## config.mk

```make
export PLATFORM = sky130hd
export DESIGN_NAME = seg7_hex_encoder
export DESIGN_NICKNAME = d
export VERILOG_FILES = /design/src/rtl/seg7_hex_encoder.sv
export SDC_FILE = /design/constraint.sdc
export NUM_CORES = 1
export LEC_CHECK = 0
export CORE_UTILIZATION = 59
export CTS_CLUSTER_DIAMETER = 30
export CTS_CLUSTER_SIZE = 12
export DETAILED_ROUTE_END_ITERATION = 8
export GPL_ROUTABILITY_DRIVEN = 0
export MAX_ROUTING_LAYER = met4
export PLACE_DENSITY = 0.84
export REMOVE_ABC_BUFFERS = 1
export SETUP_SLACK_MARGIN = 0.5
export SKIP_CTS_REPAIR_TIMING = 1
export SLEW_MARGIN = 20
export SYNTH_ARGS = -nofsm -noshare
export SYNTH_HDL_FRONTEND = slang
export SYNTH_SLANG_ARGS = --single-unit
```

## constraint.sdc

```tcl
create_clock -name clk -period 6.4 [get_ports clk]
set_input_delay 0.96 -clock clk [delete_from_list [all_inputs] [get_ports clk]]
set_output_delay 0.96 -clock clk [all_outputs]
set_load 0.05 [all_outputs]
```

## src/rtl/seg7_hex_encoder.sv

```systemverilog
// Active-low 7-segment pattern to hex encoder with a stability filter.
// Classifies each newly accepted stable pattern as digit, blank or illegal.
module seg7_hex_encoder #(
    parameter int unsigned STABLE_CYCLES = 4,
    parameter int unsigned ERR_W         = 8
) (
    input  logic             clk,
    input  logic             reset,
    input  logic [6:0]       seg_in,
    output logic [3:0]       hex_out,
    output logic             on_out,
    output logic             valid,
    output logic             err,
    output logic             change,
    output logic [ERR_W-1:0] err_count
);

    localparam int unsigned CNT_W = 8;
    localparam logic [CNT_W-1:0] CNT_MAX = CNT_W'(STABLE_CYCLES - 1);
    localparam logic [ERR_W-1:0] ERR_MAX = '1;
    localparam logic [6:0] SEG_BLANK = 7'h7F;

    logic [6:0]       sample;
    logic [CNT_W-1:0] cnt;
    logic [6:0]       accepted;

    logic [CNT_W-1:0] cnt_nxt_c;
    logic             accept_c;
    logic [3:0]       dec_hex_c;
    logic             dec_hit_c;
    logic             blank_c;

    // Run-length of identical samples; a full run of a new pattern is accepted once.
    always_comb begin
        cnt_nxt_c = '0;
        if (seg_in == sample) begin
            cnt_nxt_c = (cnt == CNT_MAX) ? cnt : cnt + CNT_W'(1);
        end
        accept_c = (cnt == CNT_MAX) && (sample != accepted);
    end

    // Inverse of the hex-to-segment decoder table.
    always_comb begin
        dec_hex_c = 4'h0;
        dec_hit_c = 1'b1;
        blank_c   = (sample == SEG_BLANK);
        case (sample)
            7'b1000000: dec_hex_c = 4'h0;
            7'b1111001: dec_hex_c = 4'h1;
            7'b0100100: dec_hex_c = 4'h2;
            7'b0110000: dec_hex_c = 4'h3;
            7'b0011001: dec_hex_c = 4'h4;
            7'b0010010: dec_hex_c = 4'h5;
            7'b0000010: dec_hex_c = 4'h6;
            7'b1111000: dec_hex_c = 4'h7;
            7'b0000000: dec_hex_c = 4'h8;
            7'b0010000: dec_hex_c = 4'h9;
            7'b0001000: dec_hex_c = 4'hA;
            7'b0000011: dec_hex_c = 4'hB;
            7'b1000110: dec_hex_c = 4'hC;
            7'b0100001: dec_hex_c = 4'hD;
            7'b0000110: dec_hex_c = 4'hE;
            7'b0001110: dec_hex_c = 4'hF;
            default:    dec_hit_c = 1'b0;
        endcase
    end

    always_ff @(posedge clk or posedge reset) begin
        if (reset) begin
            sample    <= SEG_BLANK;
            cnt       <= '0;
            accepted  <= SEG_BLANK;
            hex_out   <= 4'h0;
            on_out    <= 1'b0;
            valid     <= 1'b0;
            err       <= 1'b0;
            change    <= 1'b0;
            err_count <= '0;
        end else begin
            sample <= seg_in;
            cnt    <= cnt_nxt_c;
            change <= accept_c;
            if (accept_c) begin
                accepted <= sample;
                hex_out  <= dec_hex_c;
                on_out   <= dec_hit_c;
                valid    <= dec_hit_c | blank_c;
                err      <= ~(dec_hit_c | blank_c);
                // Each illegal episode is accepted exactly once, so count here.
                if (!(dec_hit_c | blank_c) && (err_count != ERR_MAX)) begin
                    err_count <= err_count + ERR_W'(1);
                end
            end
        end
    end

endmodule

```

==> results.yml <==
final_layout:
  stdcell_count: 255
  drive_gt1_share_pct: 20.9
  fin_area_mm2: 0.00239
  n_antenna_cell: 0
  fin_nets: 221
  syn_to_final_growth_pct: 17.9
  fin_util_pct: 76.0
detailed_routing:
  drcViolationCount: 0
  initialDrtViolationCount: 121
  wl_met2_mm: 1.88
  met1_length_mm: 1.68
  wl_per_cell_um: 15.1
  drt-total-wl_mm: 3.85
  final_antenna_net_count: 0
  firstDrtPassIters: 4
  maxUsedRoutingLayer: "met4"
  num_vias: 1477
  viasPerCell: 5.79
  wl_met3_um: 216
clock_network:
  clk_latency_ps: 340
  path_clk_slew_ps: 110
  cts_num_sinks: 38
  clockRootBuffer: "clkbuf_4"
  clockBufferDepth: 2
  htree_levels: 2
  cts_tree: "yes"
  cts-buffers-inserted: 5
worst_setup_path:
  critical_path_arrival_ps: 1620
  setup.worst_path.class: "register to output pin"
  critPathTopFamily: "buffers and inverters"
  crit_slowest_cell: "clkdlybuf4s50_1"
  path_max_fanout: 5
  worstSetupStartpointType: "register"
  crit_chain: "clkdlybuf4s50_1"
  worst_path_largest_cell_delay_ps: 840
  cp.required_ps: 5440
  path_buf_inv: 1
  worstSetupEndpointType: "output pin"
floorplan:
  row_count: 20
  dieArea_mm2: 0.00368
  die_w_um: 60.7
  coreArea_mm2: 0.00315
  ios: 25
  die_h_um: 60.7
  initial_core_util_pct: 64.4
sta:
  hold_ws_ps: 516
  fin_crit_ps: 2580
  drv_slew: 0
  tns_ps: 0
  finalSetupViolations: 0
  fmax_ghz: 0.388
  hold_viol_final: 0
  relSlewSlack_pct: 58.3
  layout_setup_ws_ps: 3820
  period_share_pct: 40.3
  worst_slew_pin_slew_ps: 616
  fin_skew_ps: 4.64
  rsz0062_at_grt: "false"
synth:
  syn_area_per_cell_um2: 10.9
  synth_cell_types: 46
  synth-edff-count: 0
  ys_ff_latch: 38
  yosys_warnings: 0
  ys_seq_area_share_pct: 47.7
  muxShareOfSynthArea_pct: 7.09
  synthCells: 186
  synth_compound_area_share_pct: 8.63
  synth-simple-area-share_pct: 20.4
  synthArstFlopShare_pct: 100
  synth_top_flop_cell: "dfrtp_1"
  synthAdderAreaFrac_pct: 1.23
  synth_top_family_by_area: "simple AND/OR/NAND/NOR gates"
  synth_xor_area_share_pct: 11.2
  synthesis.area_mm2: 0.00203
run_status:
  status: "completed"
pwr:
  power_density_mw_per_mm2: 207
  total_power_uw: 495
  irDropWorstVdd_uv: 133
  p_leak_nw: 1.01
placed_design:
  io_buffer_count: 24
  dp.cells: 247
  dpl_cell_area_mm2: 0.00228
  dp_hpwl_mm: 2.68
  post-place-ws_ps: 3860
grt:
  track_usage_pct: 24.9
  grt_pass1_vias: 1428
  antenna_found_initial: 0
  grt_pass1_wl_mm: 6.44
  overflow: 0
  grt_max_degree: 39
flow_run:
  maxCapViolCount: 0
min_path:
  holdCritPathClass: "register to register"
logic make-up after synthesis:
kind of cell               count (synthesis)
and+or+nand+nor                           73
DFF                                       38
xor gates and xnor gates                  26
AOI/OAI and AO/OA                         20
buffers and inverters                     14
muxes                                     13
adders and majority gates                  2
cell usage after synthesis (2+ instances only):
| cell type | instances | area (um2) |
|---|---|---|
| nand2_1 | 11 | 41.3 |
| nand3_1 | 9 | 45.0 |
| buf_2 | 4 | 20.0 |
| mux2_2 | 9 | 101 |
| buf_4 | 4 | 30.0 |
| nor4b_1 | 2 | 17.5 |
| o211ai_1 | 2 | 15.0 |
| nor4_1 | 3 | 18.8 |
| ha_1 | 2 | 25.0 |
| mux2i_1 | 2 | 20.0 |
| a21oi_1 | 3 | 15.0 |
| nor3_1 | 2 | 10.0 |
| and3_1 | 6 | 37.5 |
| xnor2_1 | 13 | 114 |
| dfrtp_1 | 24 | 601 |
| o21ai_0 | 3 | 15.0 |
| o31a_2 | 2 | 20.0 |
| nand4_1 | 9 | 56.3 |
| nor2_1 | 19 | 71.3 |
| dfstp_2 | 14 | 368 |
| xor2_1 | 13 | 114 |
| mux2_1 | 2 | 22.5 |
| inv_1 | 5 | 18.8 |
sequential cells by signal, indices dropped and copies added (netlist names):
signal,flops
change,1
accepted,7
on_out,1
valid,1
cnt,8
sample,7
err,1
err_count,8
hex_out,4
cell type report:
cell class / count / area (um2)
Clock buffer: 6 / 51.3
Clock inverter: 2 / 60.1
Fill cell: 237 / 758
Inverter: 5 / 18.8
Multi-Input combinational cell: 134 / 986
Sequential cell: 38 / 968
Tap cell: 44 / 55.1
Timing Repair Buffer: 26 / 255
cells in the final DEF, fill, tap and decap left out, drive strengths merged, types with 2 or more instances in the layout:
| cell | count |
|---|---|
| mux2i | 2 |
| nand4 | 10 |
| nor4b | 3 |
| mux2 | 11 |
| and3 | 6 |
| o31ai | 2 |
| clkdlybuf4s50 | 24 |
| ha | 2 |
| nand3 | 10 |
| o31a | 2 |
| a21oi | 4 |
| nand2 | 12 |
| dfrtp | 24 |
| nor3 | 2 |
| bufinv | 2 |
| dfstp | 14 |
| nor2 | 19 |
| xnor2 | 13 |
| clkbuf | 6 |
| o21ai | 4 |
| nor4 | 3 |
| o211ai | 2 |
| inv | 5 |
| buf | 2 |
| xor2 | 13 |
path summary, 6_finish.rpt:
path	from	endpoint	slack (ps)	depth (start not counted)
max reg2reg	cnt[0]	err_count[1]	3930	8
max in group asynchronous	reset	accepted[4]	5040	3
min in group asynchronous	reset	valid	1000	3
min	hex_out[3]	hex_out[3]	520	1
max	err_count[2]	err_count[2]	3820	1
min reg2reg	hex_out[3]	hex_out[3]	520	1
power by group:
group          internal [mW]  switching, mW  total, mW
logic                 0.0144         0.0158     0.0302
registers              0.245        0.00978      0.255
clock network          0.132         0.0783      0.211
metal layers:
layer / up-vias / GRT usage [%]
met5: - / -
met4: 0 / 10.4
met3: 10 / 5.76
met2: 47 / 40.3
met1: 713 / 30.0
li1: 707 / -
Power figures use the tool's default switching activity.
